**config.mk**
```make
export PLATFORM = sky130hd
export DESIGN_NAME = axi_master_bridge
export DESIGN_NICKNAME = d
export VERILOG_FILES = /design/src/rtl/axi_master_bridge.sv
export SDC_FILE = /design/constraint.sdc
export NUM_CORES = 1
export LEC_CHECK = 0
export BUFFER_PORTS_ARGS = -buffer_cell sky130_fd_sc_hd__buf_2
export CORE_MARGIN = 3
export CORE_UTILIZATION = 38
export CTS_CLUSTER_DIAMETER = 30
export DETAILED_ROUTE_END_ITERATION = 8
export PLACE_DENSITY = 0.74
export SYNTH_ARGS = -nofsm -noshare
export SYNTH_HDL_FRONTEND = slang
export SYNTH_SLANG_ARGS = --single-unit
```
**constraint.sdc**
```tcl
create_clock -name clk -period 3.85 [get_ports clk]
set_clock_uncertainty 0.05 [all_clocks]
set_input_delay 1.155 -clock clk [delete_from_list [all_inputs] [get_ports clk]]
set_output_delay 1.155 -clock clk [all_outputs]
set_load 0.005 [all_outputs]
```
**src/rtl/axi_master_bridge.sv**
```systemverilog
// ---------------------------------------------------------------------------
// axi_master_bridge
// Turns CPU memory requests into AXI master transactions. Reads are single
// beats or INCR bursts of up to 16 beats; writes are single beats with byte
// strobes. Read beats and write completions return on one response port that
// has no back-pressure.
//
// Optional feature (define the macro to enable it):
//   AXI_MASTER_AW_W_CONCURRENT_EN - a write presents AW and W together; each
//   valid drops on its own handshake, and the bridge waits for B once both
//   channels have completed. Left undefined, a write runs strictly AW then W.
// ---------------------------------------------------------------------------
module axi_master_bridge #(
   parameter logic [3:0] MASTER_ID = 4'd0,
   parameter int         ADDR_W    = 32,
   parameter int         DATA_W    = 32,
   parameter int         LEN_W     = 4
) (
   input  logic                clk,
   input  logic                rst,

   // CPU request port
   input  logic                req_valid,
   output logic                req_ready,
   input  logic                req_write,
   input  logic [ADDR_W-1:0]   req_addr,
   input  logic [LEN_W-1:0]    req_len,
   input  logic [DATA_W-1:0]   req_wdata,
   input  logic [DATA_W/8-1:0] req_wstrb,

   // CPU response port
   output logic                rsp_valid,
   output logic [DATA_W-1:0]   rsp_rdata,
   output logic                rsp_last,
   output logic                rsp_err,

   // AXI read address channel
   output logic [3:0]          M_ARID,
   output logic [ADDR_W-1:0]   M_ARAddr,
   output logic [LEN_W-1:0]    M_ARLen,
   output logic [2:0]          M_ARSize,
   output logic [1:0]          M_ARBurst,
   output logic                M_ARValid,
   input  logic                M_ARReady,

   // AXI read data channel
   input  logic [3:0]          M_RID,
   input  logic [DATA_W-1:0]   M_RData,
   input  logic [1:0]          M_RResp,
   input  logic                M_RLast,
   input  logic                M_RValid,
   output logic                M_RReady,

   // AXI write address channel
   output logic [3:0]          M_AWID,
   output logic [ADDR_W-1:0]   M_AWAddr,
   output logic [LEN_W-1:0]    M_AWLen,
   output logic [2:0]          M_AWSize,
   output logic [1:0]          M_AWBurst,
   output logic                M_AWValid,
   input  logic                M_AWReady,

   // AXI write data channel
   output logic [DATA_W-1:0]   M_WData,
   output logic [DATA_W/8-1:0] M_WStrb,
   output logic                M_WLast,
   output logic                M_WValid,
   input  logic                M_WReady,

   // AXI write response channel
   input  logic [3:0]          M_BID,
   input  logic [1:0]          M_BResp,
   input  logic                M_BValid,
   output logic                M_BReady
);

   localparam int          STRB_W     = DATA_W / 8;
   localparam logic [2:0]  AXI_SIZE   = 3'b010;   // 4-byte beats
   localparam logic [1:0]  AXI_INCR   = 2'b01;
   localparam logic [1:0]  AXI_OKAY   = 2'b00;

   typedef enum logic [2:0] {
      IDLE,
      AR,
      R,
      AW,
      W,
      B
   } state_t;

   state_t              state;
   logic [ADDR_W-1:0]   addr_q;
   logic [LEN_W-1:0]    len_q;
   logic [DATA_W-1:0]   wdata_q;
   logic [STRB_W-1:0]   wstrb_q;
   logic                ar_valid_q;
   logic                aw_valid_q;
   logic                w_valid_q;
   logic                r_ready_q;
   logic                b_ready_q;
   // One bit wider than the length field so a 16-beat burst can be counted
   // and an over-long burst can be told apart from a correct one.
   logic [LEN_W:0]      beat_cnt;

   logic                r_beat;
   logic                b_hs;

`ifdef AXI_MASTER_AW_W_CONCURRENT_EN
   logic                aw_hs;
   logic                w_hs;
   logic                aw_done;
   logic                w_done;

   assign aw_hs   = aw_valid_q & M_AWReady;
   assign w_hs    = w_valid_q & M_WReady;
   // A channel counts as done if it handshakes now or already has.
   assign aw_done = aw_hs | ~aw_valid_q;
   assign w_done  = w_hs | ~w_valid_q;
`endif

   assign r_beat    = r_ready_q & M_RValid;
   assign b_hs      = b_ready_q & M_BValid;

   assign req_ready = (state == IDLE);

   // Bus-side outputs come only from captured request registers.
   assign M_ARID    = MASTER_ID;
   assign M_ARAddr  = addr_q;
   assign M_ARLen   = len_q;
   assign M_ARSize  = AXI_SIZE;
   assign M_ARBurst = AXI_INCR;
   assign M_ARValid = ar_valid_q;
   assign M_RReady  = r_ready_q;

   assign M_AWID    = MASTER_ID;
   assign M_AWAddr  = addr_q;
   assign M_AWLen   = '0;
   assign M_AWSize  = AXI_SIZE;
   assign M_AWBurst = AXI_INCR;
   assign M_AWValid = aw_valid_q;

   assign M_WData   = wdata_q;
   assign M_WStrb   = wstrb_q;
   assign M_WLast   = 1'b1;           // every write is a single beat
   assign M_WValid  = w_valid_q;
   assign M_BReady  = b_ready_q;

   // Response port: forwards the R or B handshake in the same cycle.
   always_comb begin
      // NOTE: every output gets a default first so no path through the block
      // leaves it unassigned, which would otherwise infer a latch.
      rsp_valid = 1'b0;
      rsp_rdata = '0;
      rsp_last  = 1'b0;
      rsp_err   = 1'b0;
      if (r_beat) begin
         rsp_valid = 1'b1;
         rsp_rdata = M_RData;
         rsp_last  = M_RLast;
         // The final beat also flags a burst whose length disagrees with ARLen.
         rsp_err   = (M_RResp != AXI_OKAY) || (M_RID != MASTER_ID) ||
                     (M_RLast && (beat_cnt != {1'b0, len_q}));
      end else if (b_hs) begin
         rsp_valid = 1'b1;
         rsp_last  = 1'b1;
         rsp_err   = (M_BResp != AXI_OKAY) || (M_BID != MASTER_ID);
      end
   end

   // Transaction FSM with registered channel valids/readies.
   always_ff @(posedge clk or negedge rst) begin
      if (!rst) begin
         state      <= IDLE;
         addr_q     <= '0;
         len_q      <= '0;
         wdata_q    <= '0;
         wstrb_q    <= '0;
         ar_valid_q <= 1'b0;
         aw_valid_q <= 1'b0;
         w_valid_q  <= 1'b0;
         r_ready_q  <= 1'b0;
         b_ready_q  <= 1'b0;
         beat_cnt   <= '0;
      end else begin
         // NOTE: non-blocking assignments throughout, so every register here
         // sees the pre-edge value of every other one regardless of order.
         case (state)
            IDLE: begin
               if (req_valid) begin
                  addr_q   <= req_addr;
                  len_q    <= req_len;
                  wdata_q  <= req_wdata;
                  wstrb_q  <= req_wstrb;
                  beat_cnt <= '0;
                  if (req_write) begin
                     state      <= AW;
                     aw_valid_q <= 1'b1;
`ifdef AXI_MASTER_AW_W_CONCURRENT_EN
                     w_valid_q  <= 1'b1;
`endif
                  end else begin
                     state      <= AR;
                     ar_valid_q <= 1'b1;
                  end
               end
            end

            AR: begin
               if (M_ARReady) begin
                  ar_valid_q <= 1'b0;
                  r_ready_q  <= 1'b1;
                  state      <= R;
               end
            end

            R: begin
               if (M_RValid) begin
                  if (beat_cnt != '1) begin
                     beat_cnt <= beat_cnt + 1'b1;
                  end
                  // Only RLast ends the burst, whatever the beat count says.
                  if (M_RLast) begin
                     r_ready_q <= 1'b0;
                     state     <= IDLE;
                  end
               end
            end

            AW: begin
`ifdef AXI_MASTER_AW_W_CONCURRENT_EN
               if (aw_hs) begin
                  aw_valid_q <= 1'b0;
               end
               if (w_hs) begin
                  w_valid_q <= 1'b0;
               end
               if (aw_done && w_done) begin
                  b_ready_q <= 1'b1;
                  state     <= B;
               end else if (aw_done) begin
                  state     <= W;
               end
`else
               if (M_AWReady) begin
                  aw_valid_q <= 1'b0;
                  w_valid_q  <= 1'b1;
                  state      <= W;
               end
`endif
            end

            W: begin
               if (M_WReady) begin
                  w_valid_q <= 1'b0;
                  b_ready_q <= 1'b1;
                  state     <= B;
               end
            end

            B: begin
               if (M_BValid) begin
                  b_ready_q <= 1'b0;
                  state     <= IDLE;
               end
            end

            default: begin
               state <= IDLE;
            end
         endcase
      end
   end

endmodule

```
# Word-level counts from Yosys, hierarchy flattened
# Index checks and enable logic that the tools add are counted.
dict set report totals {
  reg_bits 85
  latchBits 0
  ram_bits 0
  mem_bits_ro 0
  n_memories 0
}
dict set report op_classes {
  addsub 1
  mul 0
  div 0
  n_lt_le_gt_ge 0
  eq_ne 17
  shifts 0
  muxes 37
  bitwise_logic 2
  reduce_logical 23
}
# cell n
set ops {}
lappend ops {{$mux W32} 1}
lappend ops {{$mux W3} 7}
lappend ops {{$mux W1} 18}
lappend ops {{$ne A2 B2 Y1 const B} 9}
lappend ops {{$pmux W3 S6} 1}
lappend ops {{$reduce_and A4 Y1} 4}
lappend ops {{$reduce_bool A2 Y1} 8}
lappend ops {{$mux W5} 3}
lappend ops {{$pmux W1 S2} 5}
lappend ops {{$pmux W5 S2} 1}
lappend ops {{$reduce_bool A4 Y1} 2}
lappend ops {{$reduce_and A7 Y1} 1}
lappend ops {{$eq A3 B2 Y1 const B} 2}
lappend ops {{$eq A3 B3 Y1 const B} 2}
lappend ops {{$reduce_and A3 Y1} 2}
lappend ops {{$add A5 B1 Y5 const B} 1}
lappend ops {{$ne A5 B4 Y1} 1}
lappend ops {{$ne A5 B5 Y1 const B} 1}
lappend ops {{$eq A3 B1 Y1 const B} 1}
lappend ops {{$logic_not A3 Y1} 1}
lappend ops {{$logic_or A1 B1 Y1} 3}
lappend ops {{$and A1 B1 Y1} 2}
lappend ops {{$mux W2} 1}
lappend ops {{$ne A2 B1 Y1 const B} 1}
lappend ops {{2 further kinds} 2}

# Logic depth before layout (Yosys ltp)
# Gate-level depths: netlist (run 1).
dict set report logic_depth {
  ltp_word 4
  mapped_depth 7
}

# Worst setup path before layout (run 1)
# Ideal clock, no wire load.
dict set report synth_timing {
  path_kind {input -> output}
  startpoint {in M_BID[1]}
  endpoint {out rsp_err}
  arrival_time_ns 1.898
  required_time_ns 2.645
  slack_ns 0.747
  stages 3
  path_buffers 0
  cell_sequence {or4_1 -> nor3_1 -> o32ai_1}
}
dict set report synth_between {
  elab_chain_cells 4
}
# element line
set synth_rtl {}
lappend synth_rtl {{start, declared} 71} ;# input logic [3:0] M_BID,
lappend synth_rtl {{$reduce_bool A4 Y1} 166} ;# rsp_err = (M_BResp != AXI_OKAY) || (M_BID != MASTER_ID);
lappend synth_rtl {{$logic_or A1 B1 Y1} 166}
lappend synth_rtl {{$mux W1} 163} ;# end else if (b_hs) begin
lappend synth_rtl {{$mux W1} 156} ;# if (r_beat) begin
lappend synth_rtl {{end, declared} 35} ;# output logic rsp_err,
# No other way between the ends.

# Worst setup path in the final report (run 1)
dict set report layout_timing {
  startpoint {in M_RID[1]}
  endpoint {out rsp_err}
}
dict set report layout_between {
  elab_chain_cells 4
}
# element line
set layout_rtl {}
lappend layout_rtl {{start, declared} 47} ;# input logic [3:0] M_RID,
lappend layout_rtl {{$reduce_bool A4 Y1} 161} ;# rsp_err = (M_RResp != AXI_OKAY) || (M_RID != MASTER_ID) ||
lappend layout_rtl {{$logic_or A1 B1 Y1 (2 in a row)} 161}
lappend layout_rtl {{$mux W1} 156}
# No other way between the ends.

==> metrics.txt, run 1 <==
DR iter-0 viols 135; core footprint ~11000 um^2; synth top area cells dfrtp_1, mux2_4, buf_4, mux2_2, and3_1; Worst EP required 2640 ps; headroom to the max-slew limit 0.302; synthesized flop and latch total 85; post-synth cell types 40; Hold Slack 454 ps; post-DR wirelength/cell around 16 um; Fill cells 950; Fmax achieved 290 MHz; fin crit period 3450 ps; CTS hold repair buffers 0; Final Max Slew Viols 0; Syn Area/Cell 12.6 um^2; HPWL Detailed 9130 um; later-pin clock latency in the skew report 330 ps; Sw Ratio 0.324; Placer Congestion ~0.85; post-synth top area share 0.485; Worst Setup Start Kind primary input; sequential element share of the synthesized area 0.485; top-count cell post-synth dfrtp_1; via count approximately 3400; Synth Flop Type dfrtp_1; Final ANT Viol Nets 0; number of placement rows 38; worst-path fanout max 2; Power Internal 3.06 mW; starting density of the core 0.397; PortBufs 270; largest net degree at the start of global routing 86; Hold Crit Class flop to flop; antenna violations before repair 0; PwrDens 788 nW/um^2; Synth Warn # 0; DRC violations left 0; Worst Setup End Kind primary output; crit path DAT 2250 ps; RSZ-0062 raised after global routing false; combinational power share 0.418; cell taking the most area after synthesis dfrtp_1; Max H-tree Level 3; clk slew on worst S/H paths 60 ps; CTS tree done; Final #Nets about 700; Multi-input gate area 1730 um^2; postcts setup bufs 0; CTS-repair resized insts 0; Worst Tran Pin Value between 1000 and 1500 ps; Switch Pwr between 1 and 1.5 mW; wirelength, routed 11600 um; I/O Pins 294; Area Growth Syn to Fin 30.9%; final setup fails 0; gate count of the mapped netlist 347; # Max-Cap Violations 0; VDD IR max 0.396 mV; width of the die 113 um; synth cell count leaders dfrtp_1, buf_4, mux2_4; setup TNS 0 ps; Post-Syn Area 4380 um^2; final-report hold violation count 0; status finished, final reports clean; leak pwr 3.14 nW; height of the die roughly 110 um; FF+latch area 2130 um^2; clock power share 0.202; GRT Residual Overflow 0; vias in the first global route 3412; clock buffer depth 2; Async SR Flop Fraction 1.00; power share of the sequential group 0.381; total CTS buffers 9; Tcrit/Tclk final 0.896; Root Driver clkbuf_16; Post-synth EDFFs 0; Pre-antenna DRT Iters 4; gr usage total 0.172; layout cell share with drive strength beyond 1 0.609; die area 12900 um^2; global-route wire length before repair 17500 um; vias per inst 4.67; # diodes 0; CP Class primary input to primary output; Clock Sinks 85
[final timing paths]
path / start / end / slack [ps] / cells after the start
worst max-delay path: M_RID[1] / rsp_err / 400 / 6
worst min-delay path: M_ARAddr[8] / M_ARAddr[8] / 450 / 1
worst max register to register: state[0] / M_ARAddr[16] / 1570 / 4
worst min register to register: M_ARAddr[8] / M_ARAddr[8] / 450 / 1
max in group asynchronous: rst / state[0] / 2120 / 1
min in group asynchronous: rst / M_WData[7] / 970 / 1
[through the flow]
step / util / worst slack (ps) / area, um^2 / instances / power [mW]
2_1_floorplan: - / 747 / 4460 / 368 / 3.08
3_3_place_gp: 0.491 / 519 / 5420 / 707 / 3.59
3_5_place_dp: 0.491 / 432 / 5420 / 707 / 3.66
4_1_cts: 0.520 / 424 / 5740 / 723 / 4.60
5_1_grt: 0.520 / 345 / 5740 / 723 / 4.84
6_report: 0.520 / 399 / 5740 / 723 / 4.52
[cell usage in the layout, fill, tap and decap left out, drive strengths merged]
cell type    n
nand2       16
ha           2
o32ai        1
a21oi        6
clkinvlp     2
inv          4
o21a         1
conb        23
a32oi        1
a31oi        3
nor2         7
mux2        73
xor2         2
bufinv       2
nand2b       3
xnor2        3
a32o         1
buf        272
nor4         2
o211ai       1
or4          1
nor2b        2
a22o         1
clkbuf      11
and3        33
nand3b       1
or3          2
nor3         2
nand3        5
a211oi       1
and3b        1
o21ai       12
dfrtp       85
and2         1
[per-layer routing]
metal | up-vias | global-route usage | part of all wire
met5 | - | 0 | 0
met4 | 0 | 0.0657 | 0.020
met3 | 18 | 0.0504 | 0.089
met2 | 188 | 0.312 | 0.53
met1 | 1591 | 0.190 | 0.36
li1 | 1583 | - | -
[worst max-delay path, stage by stage]
cell,delay (ps)
buf_2,100
nor4_1,260
nand2_1,120
nor4_1,340
o32ai_1,140
buf_2,140
[sequential cells by signal, indices dropped and copies added (netlist names)]
| register | flops |
|---|---|
| M_RReady | 1 |
| M_ARLen | 4 |
| M_WValid | 1 |
| M_AWValid | 1 |
| M_WStrb | 4 |
| state | 3 |
| M_WData | 32 |
| beat_cnt | 5 |
| M_ARValid | 1 |
| M_BReady | 1 |
| M_ARAddr | 32 |
[final cells by class]
cell class	count	share of cell area
sequential	85	0.371
multi-input combinational	207	0.301
timing repair buffer	272	0.241
clock buffer	11	0.0406
tap	140	0.0305
clock inverter	5	0.0146
inverter	3	0.00196
[power groups by stage]
stage	combinational, mW	sequential (mW)	clock (mW)
after detailed placement	1.93	1.72	0
after CTS	1.93	1.73	0.946
after global placement	1.88	1.71	0
after floorplan	1.43	1.65	0
final	1.89	1.72	0.912
after global routing	2.06	1.80	0.984
[cell families (layout without fill, tap and decap cells)]
group                    Yosys count  in the layout  share of synthesized area
AO/OA/AOI/OAI                     28             28                     0.0391
adder cells (fa/ha/maj)            2              2                    0.00571
other                              2             23                    0.00171
XOR/XNOR                           5              5                    0.00999
multiplexers                      73             73                      0.222
flip-flops                        85             85                      0.485
buffers and inverters             76            291                      0.139
AND/OR/NAND/NOR                   76             76                     0.0976
Power figures use the tool's default switching activity.
==> inputs of run 2 (changes only) <==
- ABC_AREA: unset -> 1
==> run 2 against run 1 <==
Effect of this change: die area up 0.68%; sequential power down 8%; clock power up 2%; sequential share of layout area down 0.57 points; routed wire length up 14%; area after synthesis up 0.71%; core utilization up 0.59 points; final area up 1.6%; non-clock buffer count up 5.
==> metrics.txt, run 2 <==
Cell Count, Final, Fillers Out 940; synth cell count leaders nand2_1, dfrtp_1, nand3_1; CTS-repair resized insts 0; Worst EP required 2640 ps; number of placement rows 38; Post-synth EDFFs 0; Area Growth Syn to Fin 32.0%; status finished, final reports clean; gate count of the mapped netlist 568; DR iter-0 viols 206; Fmax achieved 317 MHz; Multi-input gate area 1590 um^2; vias in the first global route 4071; clk slew on worst S/H paths around 60 ps; placed cells between 900 and 1000; via count between 4000 and 5000; crit path DAT 1950 ps; Clock Sinks 85; final setup fails 0; worst-path fanout max 18; VDD IR max 0.324 mV; DRC violations left 0; most common cell after layout, fill and taps aside buf_2; # Max-Cap Violations 0; Switch Pwr 1.66 mW; Async SR Flop Fraction 1.00; Design Area, Final 5830 um^2; Sw Ratio 0.388; Hold Crit Class flop to flop; Cell Area, Placed ~5500 um^2; Worst Tran Pin Value ~730 ps; starting density of the core 0.398; clock buffer depth 2; Tcrit/Tclk final 0.819; height of the die 114 um; largest net degree at the start of global routing 56; Worst Setup End Kind primary output; width of the die 114 um; FF+latch area 2130 um^2; top-count cell post-synth nand2_1; post-synth cell types 24; core footprint 11100 um^2; Power Internal 2.63 mW; post-layout util 0.526; setup TNS 0 ps; Placer Congestion 0.889; Post-Syn Area approximately 4400 um^2; total CTS buffers 9; Fill cells 1119; wirelength, routed 13200 um; HPWL Detailed 10300 um; sequential element share of the synthesized area 0.482; cell taking the most area after synthesis dfrtp_1; fin crit period 3150 ps; Final Max Slew Viols 0; PwrDens 736 nW/um^2; power share of the sequential group 0.370; setup ws final between 600 and 700 ps; postcts setup bufs 0; Worst Setup Start Kind primary input; post-DR wirelength/cell ~14 um; vias per inst about 4.5; I/O Pins 294; final-report hold violation count 0; headroom to the max-slew limit 0.512; post-synth top area share 0.482; Final ANT Viol Nets 0; global-route wire length before repair 20200 um; commonest cells after routing, fill and taps aside buf_2, nand2_1, dfrtp_1, nand3_1, nor2_1; Final #Nets 922; clock power share 0.217; layout cell share with drive strength beyond 1 0.373; CP Class primary input to primary output; leak pwr 3.66 nW; RSZ-0062 raised after global routing false; Synth Warn # 0; Root Driver clkbuf_16; GRT Residual Overflow 0; Syn Area/Cell roughly 7.8 um^2; later-pin clock latency in the skew report 320 ps; gr usage total 0.196; Setup WS pre-CTS 691 ps; synth top area cells dfrtp_1, nand2_1, buf_4, nand3_1, nor2_1; antenna violations before repair 1; combinational power share 0.413; Pre-antenna DRT Iters 5; PortBufs 270; die area between 10000 and 15000 um^2; CTS hold repair buffers 0; synthesized flop and latch total 85; Max H-tree Level 3; CTS tree done; setup slack, reg-to-reg 1480 ps; Synth Flop Type dfrtp_1
[run 2: cell count changes after synthesis, sizes merged, moves of 32 or more]
cell / before / now
nand2: 16 / 184
inv: 3 / 52
nand3: 5 / 81
nor2: 7 / 52
mux2: 73 / 0
and3: 33 / 1
[run 2: area by class of cell]
class,count,share of cell area
Clock buffer,10,0.0393
Clock inverter,6,0.0161
Sequential cell,85,0.365
Timing Repair Buffer,277,0.243
Antenna cell,1,0.000429
Inverter,52,0.0335
Tap cell,140,0.0301
Multi-Input combinational cell,369,0.272
[run 2: logic make-up after synthesis]
| logic type | after synthesis | synth area share |
|---|---|---|
| AND/OR/NAND/NOR | 326 | 0.310 |
| buffers and inverters | 135 | 0.177 |
| flip-flops | 85 | 0.482 |
| AO/OA/AOI/OAI | 14 | 0.0159 |
| XOR/XNOR | 4 | 0.00794 |
| adder cells (fa/ha/maj) | 2 | 0.00567 |
| other | 2 | 0.00170 |
[run 2: stage by stage]
step | power, mW | hold slack (ps)
6_report | 4.29 | 415
5_1_grt | 4.66 | 444
4_1_cts | 4.36 | 419
3_5_place_dp | 3.40 | 403
3_3_place_gp | 3.36 | 399
2_1_floorplan | 2.74 | 415
[run 2: worst paths after layout]
check / start / endpoint / depth (start not counted)
worst max-delay path: M_RValid / rsp_valid / 5
worst min-delay path: M_WData[30] / M_WData[30] / 2
worst max register to register: state[2] / M_ARAddr[30] / 7
worst min register to register: M_WData[30] / M_WData[30] / 2
max in group asynchronous: rst / M_ARAddr[9] / 2
min in group asynchronous: rst / M_WData[21] / 1
[run 2: power by group through the flow]
stage | Combinational [mW] | Clock [mW] | Sequential, mW
finish | 1.77 | 0.930 | 1.59
global route | 2.02 | 0.994 | 1.65
CTS | 1.81 | 0.955 | 1.59
detailed placement | 1.81 | 0 | 1.59
global placement | 1.77 | 0 | 1.59
floorplan | 1.16 | 0 | 1.59
[run 2: worst max-delay path, cell delays in order]
cell,delay [ps]
buf_2,120
nand2_1,220
buf_4,260
nand2_1,70
buf_2,120
[run 2: per-layer routing]
| metal | GRT usage | vias to the layer above | share of wire |
|---|---|---|---|
| li1 | - | 2124 | - |
| met1 | 0.219 | 1924 | 0.37 |
| met2 | 0.373 | 194 | 0.54 |
| met3 | 0.0382 | 15 | 0.082 |
| met4 | 0.0618 | 0 | 0.015 |
| met5 | 0 | - | 0 |
